===== src/rtl/div_pkg.sv =====
// Shared definitions for the sequential restoring divider: FSM encoding
// and the default operand width.
package div_pkg;

   localparam int DEF_WIDTH = 4;

   typedef enum logic [1:0] {
      IDLE = 2'd0,
      RUN  = 2'd1,
      FIN  = 2'd2
   } div_state_e;

endpackage : div_pkg


===== src/rtl/seq_divider4bit_if.sv =====
// Start/busy/done handshake and operand/result bundle of the divider.
interface seq_divider4bit_if #(
   parameter int WIDTH = div_pkg::DEF_WIDTH
);

   logic             start;
   logic [WIDTH-1:0] dividend;
   logic [WIDTH-1:0] divisor;
   logic             busy;
   logic             done;
   logic [WIDTH-1:0] quotient;
   logic [WIDTH-1:0] remainder;
   logic             div_by_zero;

   modport master (
      output start, dividend, divisor,
      input  busy, done, quotient, remainder, div_by_zero
   );

   modport slave (
      input  start, dividend, divisor,
      output busy, done, quotient, remainder, div_by_zero
   );

endinterface : seq_divider4bit_if


===== src/rtl/div_step.sv =====
// One restoring-division iteration: shift in the next dividend bit and
// subtract the divisor when it fits.
module div_step #(
   parameter int WIDTH = div_pkg::DEF_WIDTH
) (
   input  logic [WIDTH:0]   rem_i,
   input  logic             bit_i,
   input  logic [WIDTH-1:0] divisor_i,
   output logic [WIDTH:0]   rem_o,
   output logic             q_bit_o
);

   logic [WIDTH+1:0] t_s;

   // Compare on WIDTH+2 bits so no bit of the incoming remainder is lost;
   // when the divisor fits, t < 2*divisor so the difference fits WIDTH+1 bits.
   always_comb begin
      t_s     = {rem_i, bit_i};
      rem_o   = t_s[WIDTH:0];
      q_bit_o = 1'b0;
      if (t_s >= {2'b00, divisor_i}) begin
         rem_o   = t_s[WIDTH:0] - {1'b0, divisor_i};
         q_bit_o = 1'b1;
      end else begin
         rem_o   = t_s[WIDTH:0];
         q_bit_o = 1'b0;
      end
   end

endmodule : div_step


===== src/rtl/seq_divider4bit.sv =====
// Sequential unsigned restoring divider, one quotient bit per clock,
// with divide-by-zero flagged instead of computed.
module seq_divider4bit
   import div_pkg::*;
#(
   parameter int WIDTH = DEF_WIDTH
) (
   input  logic               clk,
   input  logic               rst_n,
   seq_divider4bit_if.slave   bus
);

   localparam int CW = (WIDTH > 2) ? $clog2(WIDTH) : 1;

   div_state_e       state_q, state_d;
   logic [WIDTH-1:0] dvd_q, dvd_d;
   logic [WIDTH-1:0] dvs_q, dvs_d;
   logic [WIDTH:0]   rem_q, rem_d;
   logic [CW-1:0]    cnt_q, cnt_d;
   logic [WIDTH-1:0] quo_q, quo_d;
   logic [WIDTH-1:0] remo_q, remo_d;
   logic             dbz_q, dbz_d;
   logic             busy_q, busy_d;
   logic             done_q, done_d;

   logic [WIDTH:0]   step_rem_s;
   logic             step_q_bit_s;

   div_step #(.WIDTH(WIDTH)) u_step (
      .rem_i     (rem_q),
      .bit_i     (dvd_q[WIDTH-1]),
      .divisor_i (dvs_q),
      .rem_o     (step_rem_s),
      .q_bit_o   (step_q_bit_s)
   );

   // Next-state, datapath and result logic. Quotient bits shift into the
   // vacated LSBs of the dividend register as its MSBs are consumed.
   always_comb begin
      state_d = state_q;
      dvd_d   = dvd_q;
      dvs_d   = dvs_q;
      rem_d   = rem_q;
      cnt_d   = cnt_q;
      quo_d   = quo_q;
      remo_d  = remo_q;
      dbz_d   = dbz_q;
      case (state_q)
         IDLE: begin
            if (bus.start) begin
               if (bus.divisor != {WIDTH{1'b0}}) begin
                  dvd_d   = bus.dividend;
                  dvs_d   = bus.divisor;
                  rem_d   = {(WIDTH+1){1'b0}};
                  cnt_d   = CW'(WIDTH - 1);
                  state_d = RUN;
               end else begin
                  quo_d   = {WIDTH{1'b1}};
                  remo_d  = bus.dividend;
                  dbz_d   = 1'b1;
                  state_d = FIN;
               end
            end else begin
               state_d = IDLE;
            end
         end
         RUN: begin
            dvd_d = {dvd_q[WIDTH-2:0], step_q_bit_s};
            rem_d = step_rem_s;
            cnt_d = cnt_q - CW'(1);
            if (cnt_q == {CW{1'b0}}) begin
               quo_d   = {dvd_q[WIDTH-2:0], step_q_bit_s};
               remo_d  = step_rem_s[WIDTH-1:0];
               dbz_d   = 1'b0;
               state_d = FIN;
            end else begin
               state_d = RUN;
            end
         end
         FIN: begin
            state_d = IDLE;
         end
         default: begin
            state_d = IDLE;
         end
      endcase
      busy_d = (state_d == RUN);
      done_d = (state_d == FIN);
   end

   // State, datapath and output registers.
   always_ff @(posedge clk or negedge rst_n) begin
      if (!rst_n) begin
         state_q <= IDLE;
         dvd_q   <= {WIDTH{1'b0}};
         dvs_q   <= {WIDTH{1'b0}};
         rem_q   <= {(WIDTH+1){1'b0}};
         cnt_q   <= {CW{1'b0}};
         quo_q   <= {WIDTH{1'b0}};
         remo_q  <= {WIDTH{1'b0}};
         dbz_q   <= 1'b0;
         busy_q  <= 1'b0;
         done_q  <= 1'b0;
      end else begin
         state_q <= state_d;
         dvd_q   <= dvd_d;
         dvs_q   <= dvs_d;
         rem_q   <= rem_d;
         cnt_q   <= cnt_d;
         quo_q   <= quo_d;
         remo_q  <= remo_d;
         dbz_q   <= dbz_d;
         busy_q  <= busy_d;
         done_q  <= done_d;
      end
   end

   assign bus.busy        = busy_q;
   assign bus.done        = done_q;
   assign bus.quotient    = quo_q;
   assign bus.remainder   = remo_q;
   assign bus.div_by_zero = dbz_q;

endmodule : seq_divider4bit


===== src/flat_wrapper.sv =====
// flat-port wrapper written by rule: the top's interface ports become plain ports
module seq_divider4bit_flat import div_pkg::*;
#(
   parameter int WIDTH = DEF_WIDTH
)
  (clk, rst_n, bus_start, bus_dividend, bus_divisor, bus_busy, bus_done, bus_quotient, bus_remainder, bus_div_by_zero);
  seq_divider4bit_if #(.WIDTH(WIDTH)) bus_i ();
  input  logic clk;
  input  logic rst_n;
  input wire logic [$bits(bus_i.start)-1:0] bus_start;
  input wire logic [$bits(bus_i.dividend)-1:0] bus_dividend;
  input wire logic [$bits(bus_i.divisor)-1:0] bus_divisor;
  output wire logic [$bits(bus_i.busy)-1:0] bus_busy;
  output wire logic [$bits(bus_i.done)-1:0] bus_done;
  output wire logic [$bits(bus_i.quotient)-1:0] bus_quotient;
  output wire logic [$bits(bus_i.remainder)-1:0] bus_remainder;
  output wire logic [$bits(bus_i.div_by_zero)-1:0] bus_div_by_zero;
  assign bus_i.start = bus_start;
  assign bus_i.dividend = bus_dividend;
  assign bus_i.divisor = bus_divisor;
  assign bus_busy = bus_i.busy;
  assign bus_done = bus_i.done;
  assign bus_quotient = bus_i.quotient;
  assign bus_remainder = bus_i.remainder;
  assign bus_div_by_zero = bus_i.div_by_zero;
  seq_divider4bit #(.WIDTH(WIDTH)) u_core (.clk(clk), .rst_n(rst_n), .bus(bus_i));
endmodule

===== config.mk =====
export PLATFORM = sky130hd
export DESIGN_NAME = seq_divider4bit_flat
export DESIGN_NICKNAME = d
export VERILOG_FILES = /design/src/rtl/div_pkg.sv /design/src/rtl/seq_divider4bit_if.sv /design/src/rtl/div_step.sv /design/src/rtl/seq_divider4bit.sv /design/src/flat_wrapper.sv
export SDC_FILE = /design/constraint.sdc
export NUM_CORES = 1
export LEC_CHECK = 0
export ABC_AREA = 1
export CAP_MARGIN = 30
export CORE_ASPECT_RATIO = 1.75
export CORE_UTILIZATION = 30
export CTS_BUF_LIST = sky130_fd_sc_hd__clkbuf_8
export DETAILED_ROUTE_END_ITERATION = 12
export SLEW_MARGIN = 0
export SYNTH_ARGS = -nofsm -noshare
export SYNTH_HDL_FRONTEND = slang
export SYNTH_SLANG_ARGS = --single-unit
export TNS_END_PERCENT = 100

===== constraint.sdc =====
create_clock -name clk -period 6.1 [get_ports clk]
set_clock_uncertainty 0.2 [all_clocks]
set_input_delay 1.22 -clock clk [delete_from_list [all_inputs] [get_ports clk]]
set_output_delay 1.22 -clock clk [all_outputs]
set_load 0.01 [all_outputs]

* Word level (Yosys, flattened, before mapping)
Index checks and enable logic that the tools add are counted.
** Word-level totals
- Logic and storage cells :: 54
- Register bits :: 28
** Cells by class
- Add/subtract/negate cells :: 2
- $lt $le $gt $ge :: 1
- Multiplexer cells :: 27
- Equality and inequality tests :: 7
- Reductions and logical operators :: 7
** Operators by type and width (number)
- 2-to-1 mux 4 bit :: 8
- one-hot mux 4 bit (2 select lines) :: 3
- 2-to-1 mux 5 bit :: 3
- 2-to-1 mux 2 bit :: 5
- one-hot mux 5 bit (2 select lines) :: 1
- one-hot mux 2 bit (2 select lines) :: 2
- greater-or-equal comparator 6 x 4 -> 1 bit :: 1
- AND reduction 3 bit :: 2
- subtractor 5 x 4 -> 5 bit :: 1
- == test 2 x 1 -> 1 bit (second input constant) :: 2
- zero test 2 bit :: 2
- 2-to-1 mux 1 bit :: 4
- inequality test 2 x 1 -> 1 bit (second input constant) :: 2
- inequality test 2 bit (second input constant) :: 2
- AND reduction 4 bit :: 1
- nonzero test 4 bit :: 1
- == test 2 bit (second input constant) :: 1
- one-hot mux 1 bit (2 select lines) :: 1
- nonzero test 2 bit :: 1
- subtractor 2 x 1 -> 2 bit (second input constant) :: 1

* Longest topological paths before layout
- Word-level depth :: 5
- Gate-level depth with buffers :: 11
- Depth with buffers taken out :: 11

* Cells and area by module
A second synthesis with hierarchy kept.
** Unflattened totals
- Cell total of the unflattened synthesis :: 193
- Area, all modules :: 1586.5 sq um
** Modules (own cells, without submodules)
- seq_divider4bit :: instances 1, cells each 148, area each 1301.2 sq um
- div_step :: instances 1, cells each 45, area each 285.3 sq um

* Worst setup path before layout
No wires, ideal clock.
- Path kind :: input-to-reg
- From :: input port bus_divisor[1]
- To :: register u_core.dvs_q[0]
- Setup slack :: 3.862 ns
- Arrival :: 1.913 ns
- Data required time :: 5.775 ns
- Library setup time :: 0.125 ns
- Buffers on the path :: 0
- Stages :: 4
- Cells stage by stage :: nor2_1 -> nand3_2 -> nand2_2 -> mux2_2
** Between the ends
- Word-level cells in the longest chain between the ends :: 2
** Ends and longest elaborated chain
- start, declared :: line flat_wrapper.sv:12 : input wire logic [$bits(bus_i.divisor)-1:0] bus_divisor;
- nonzero test 4 bit :: line seq_divider4bit.sv:51 : if (bus.divisor != {WIDTH{1'b0}}) begin
- AND reduction 3 bit (no source line)
- end signal, assigned :: line seq_divider4bit.sv:96 : dvs_q <= {WIDTH{1'b0}};
- end signal, assigned :: line seq_divider4bit.sv:107 : dvs_q <= dvs_d;
- end, declared :: line seq_divider4bit.sv:17 : logic [WIDTH-1:0] dvs_q, dvs_d;
No other way between the ends.
A chain may end at the register's enable or synchronous reset.

* Worst setup path after layout
- From :: register u_core.dbz_q (netlist: u_core.bus.div_by_zero)
- To :: output port bus_div_by_zero
** RTL lines
- start, declared :: line seq_divider4bit.sv:22 : logic dbz_q, dbz_d;
- start signal, assigned :: line seq_divider4bit.sv:112 : dbz_q <= dbz_d;
- end, declared :: line flat_wrapper.sv:17 : output wire logic [$bits(bus_i.div_by_zero)-1:0] bus_div_by_zero;
No word-level cell between the ends.

==> qor.yml <==
drt-total-wl_um: 3090
cts_resized: 0
async_reset_ff_share_pct: 100
netlist_instances: 172
gr-total-overflow: 0
grt.total_usage_pct: 12.4
grt_pass1_vias: 1170
syn_area_um2: 1540
synth_top_area_share_pct: 45.6
status: "complete, no violations"
drc: 0
worstHoldPathType: "reg -> reg"
vias_per_cell: 4.61
vias: 1149
synth_warnings: 0
cts-root-buf: "clkbuf_8"
synth_nets: 189
post_cts_buffers: 0
synth_edf_count: 0
pin_count: 22
drt_iter0_markers: 29
setup_viol_count_final: 0
synth_seq_cells: 28
endpoint_kind: "primary output"
die_y_um: 96.7
slew_headroom_pct: 70.5
rsz0062_at_grt: "no"
die_x_um: 56.1
gp_congestion: 0.746
cpPeakStageDelay_ps: 540
clockBufferDepth: 2
holdWs_ps: 296
netlist_top_cells_area: "dfrtp_1 46%, nand2_1 7.3%, inv_1 6.3%"
startpoint_type: "flip-flop"
grt_max_degree: 29
die-area_um2: 5430
post-route-period-util_pct: 43.2
hpwl_um: 2330
cap_violations: 0
syn_to_final_growth_pct: 21.2
cts.sink_count: 28
worstSetupPathType: "reg -> out"
cp.arrival_ps: 1210
synth.largest_area_cell: "dfrtp_1"
grt_pass1_wl_um: 5290
rows: 34
crit_family: "buffers and inverters"
start_util_pct: 31.2
cpMaxStageDelayCell: "clkdlybuf4s50_1"
cts_buffers: 3
max-vdd-ir-drop_mv: 0.239
wl_per_cell_um: 12.4
drv_slew: 0
ant_nets: 0
cts_tree: "yes"
seq_area_frac_synth_pct: 45.6
postSynthAreaPerCell_um2: 8.94
clock.fmax_mhz: 380
core_area_um2: 4930
path_max_fanout: 2
first_pass_iters: 4
worst_pin_slew_ps: 441
cp_cell_sequence: "clkdlybuf4s50_1"
port_buffers: 21
fin_nets: 213
ys_top_cells_by_count: "30 x nand2_1, 28 x dfrtp_1, 26 x inv_1"
hold_viol: 0
synthFlopType: "dfrtp_1"
diodes: 0
worst-endpoint-required_ps: 4680
antenna_found_initial: 0
ctsHoldBuffers: 0
synth_cell_types: 27
power_density_nw_per_um2: 605
cts_htree_levels: 1
clkLatencyLatePin_ps: 280
synth.most_common_cell: "nand2_1"
min_period_ps: 2630
critPathBufInv: 1
nFillCells: 526
leakagePower_nw: 0.926
fin_setup_tns_ps: 0
layout-drive-gt1-share_pct: 15.9
path_clk_slew_ps: 100
power by group:
part | internal [mW] | leakage, nW | total, mW | switching, mW
Clock | 0.0880 | 0.0357 | 0.151 | 0.0625
Sequential | 0.277 | 0.339 | 0.325 | 0.0476
Combinational | 0.262 | 0.552 | 0.652 | 0.390
through the flow:
stage	setup WS [ps]	utilization [%]	std cells	total power, mW	instance area [um2]
final	3470	37.8	249	1.13	1860
after CTS	3460	37.8	249	1.14	1860
after global placement	3190	36.3	245	0.984	1790
after detailed placement	3200	36.3	245	0.988	1790
after global routing	3370	37.8	249	1.23	1860
after floorplan	3860	-	172	0.821	1540
logic make-up after synthesis:
family	share of synthesized area (%)
mux	0.732
xor+xnor	1.14
buf+inv	10.1
compound gates	7.40
flops	45.6
fa+ha+maj	5.37
simple gates	29.7
final cells by class:
type                    count  area (um2)  area share, %
multi-input cells         109         682           36.6
inverters                  32         125           6.71
clock inverters             1        30.0           1.61
repair buffers             22         218           11.7
clock buffers               3        41.3           2.21
well taps                  54        67.6           3.62
flip-flops and latches     28         701           37.6
sequential cells by signal (all words and copies together) (netlist names):
register / flops
u_core.bus.quotient: 4
u_core.bus.div_by_zero: 1
u_core.dvs_q: 4
u_core.dvd_q: 4
u_core.bus.done: 1
u_core.bus.busy: 1
u_core.bus.remainder: 4
u_core.cnt_q: 2
u_core.rem_q: 5
u_core.state_q: 2
cell usage in the layout, fill, tap and decap left out, drive strengths merged:
cell / count
mux2: 1
inv: 32
or2: 5
nor2: 19
a21oi: 4
a22oi: 1
dfrtp: 28
ha: 5
nand4: 4
bufinv: 1
nand3: 17
clkdlybuf4s50: 21
buf: 1
clkbuf: 3
fa: 1
o21ai: 15
nand2: 35
xor2: 2
final timing paths:
kind                                           end  slack, ps                   start  cells after the start
min                         u_core.bus.quotient[1]        300  u_core.bus.quotient[1]                      2
max reg2reg                u_core.bus.remainder[3]       3890         u_core.dvd_q[3]                     10
max in group asynchronous   u_core.bus.quotient[1]       4320                   rst_n                      2
min reg2reg                 u_core.bus.quotient[1]        300  u_core.bus.quotient[1]                      2
min in group asynchronous          u_core.bus.busy       1110                   rst_n                      2
max                                bus_div_by_zero       3470  u_core.bus.div_by_zero                      1
routing by layer:
layer / vias to the layer above / track usage [%] / routed length (um)
li1: 583 / - / -
met1: 543 / 14.6 / 1250
met2: 18 / 22.5 / 1710
met3: 5 / 1.07 / 76
met4: 0 / 5.07 / 62
met5: - / 0 / 0
(Power assumes the default switching activity.)
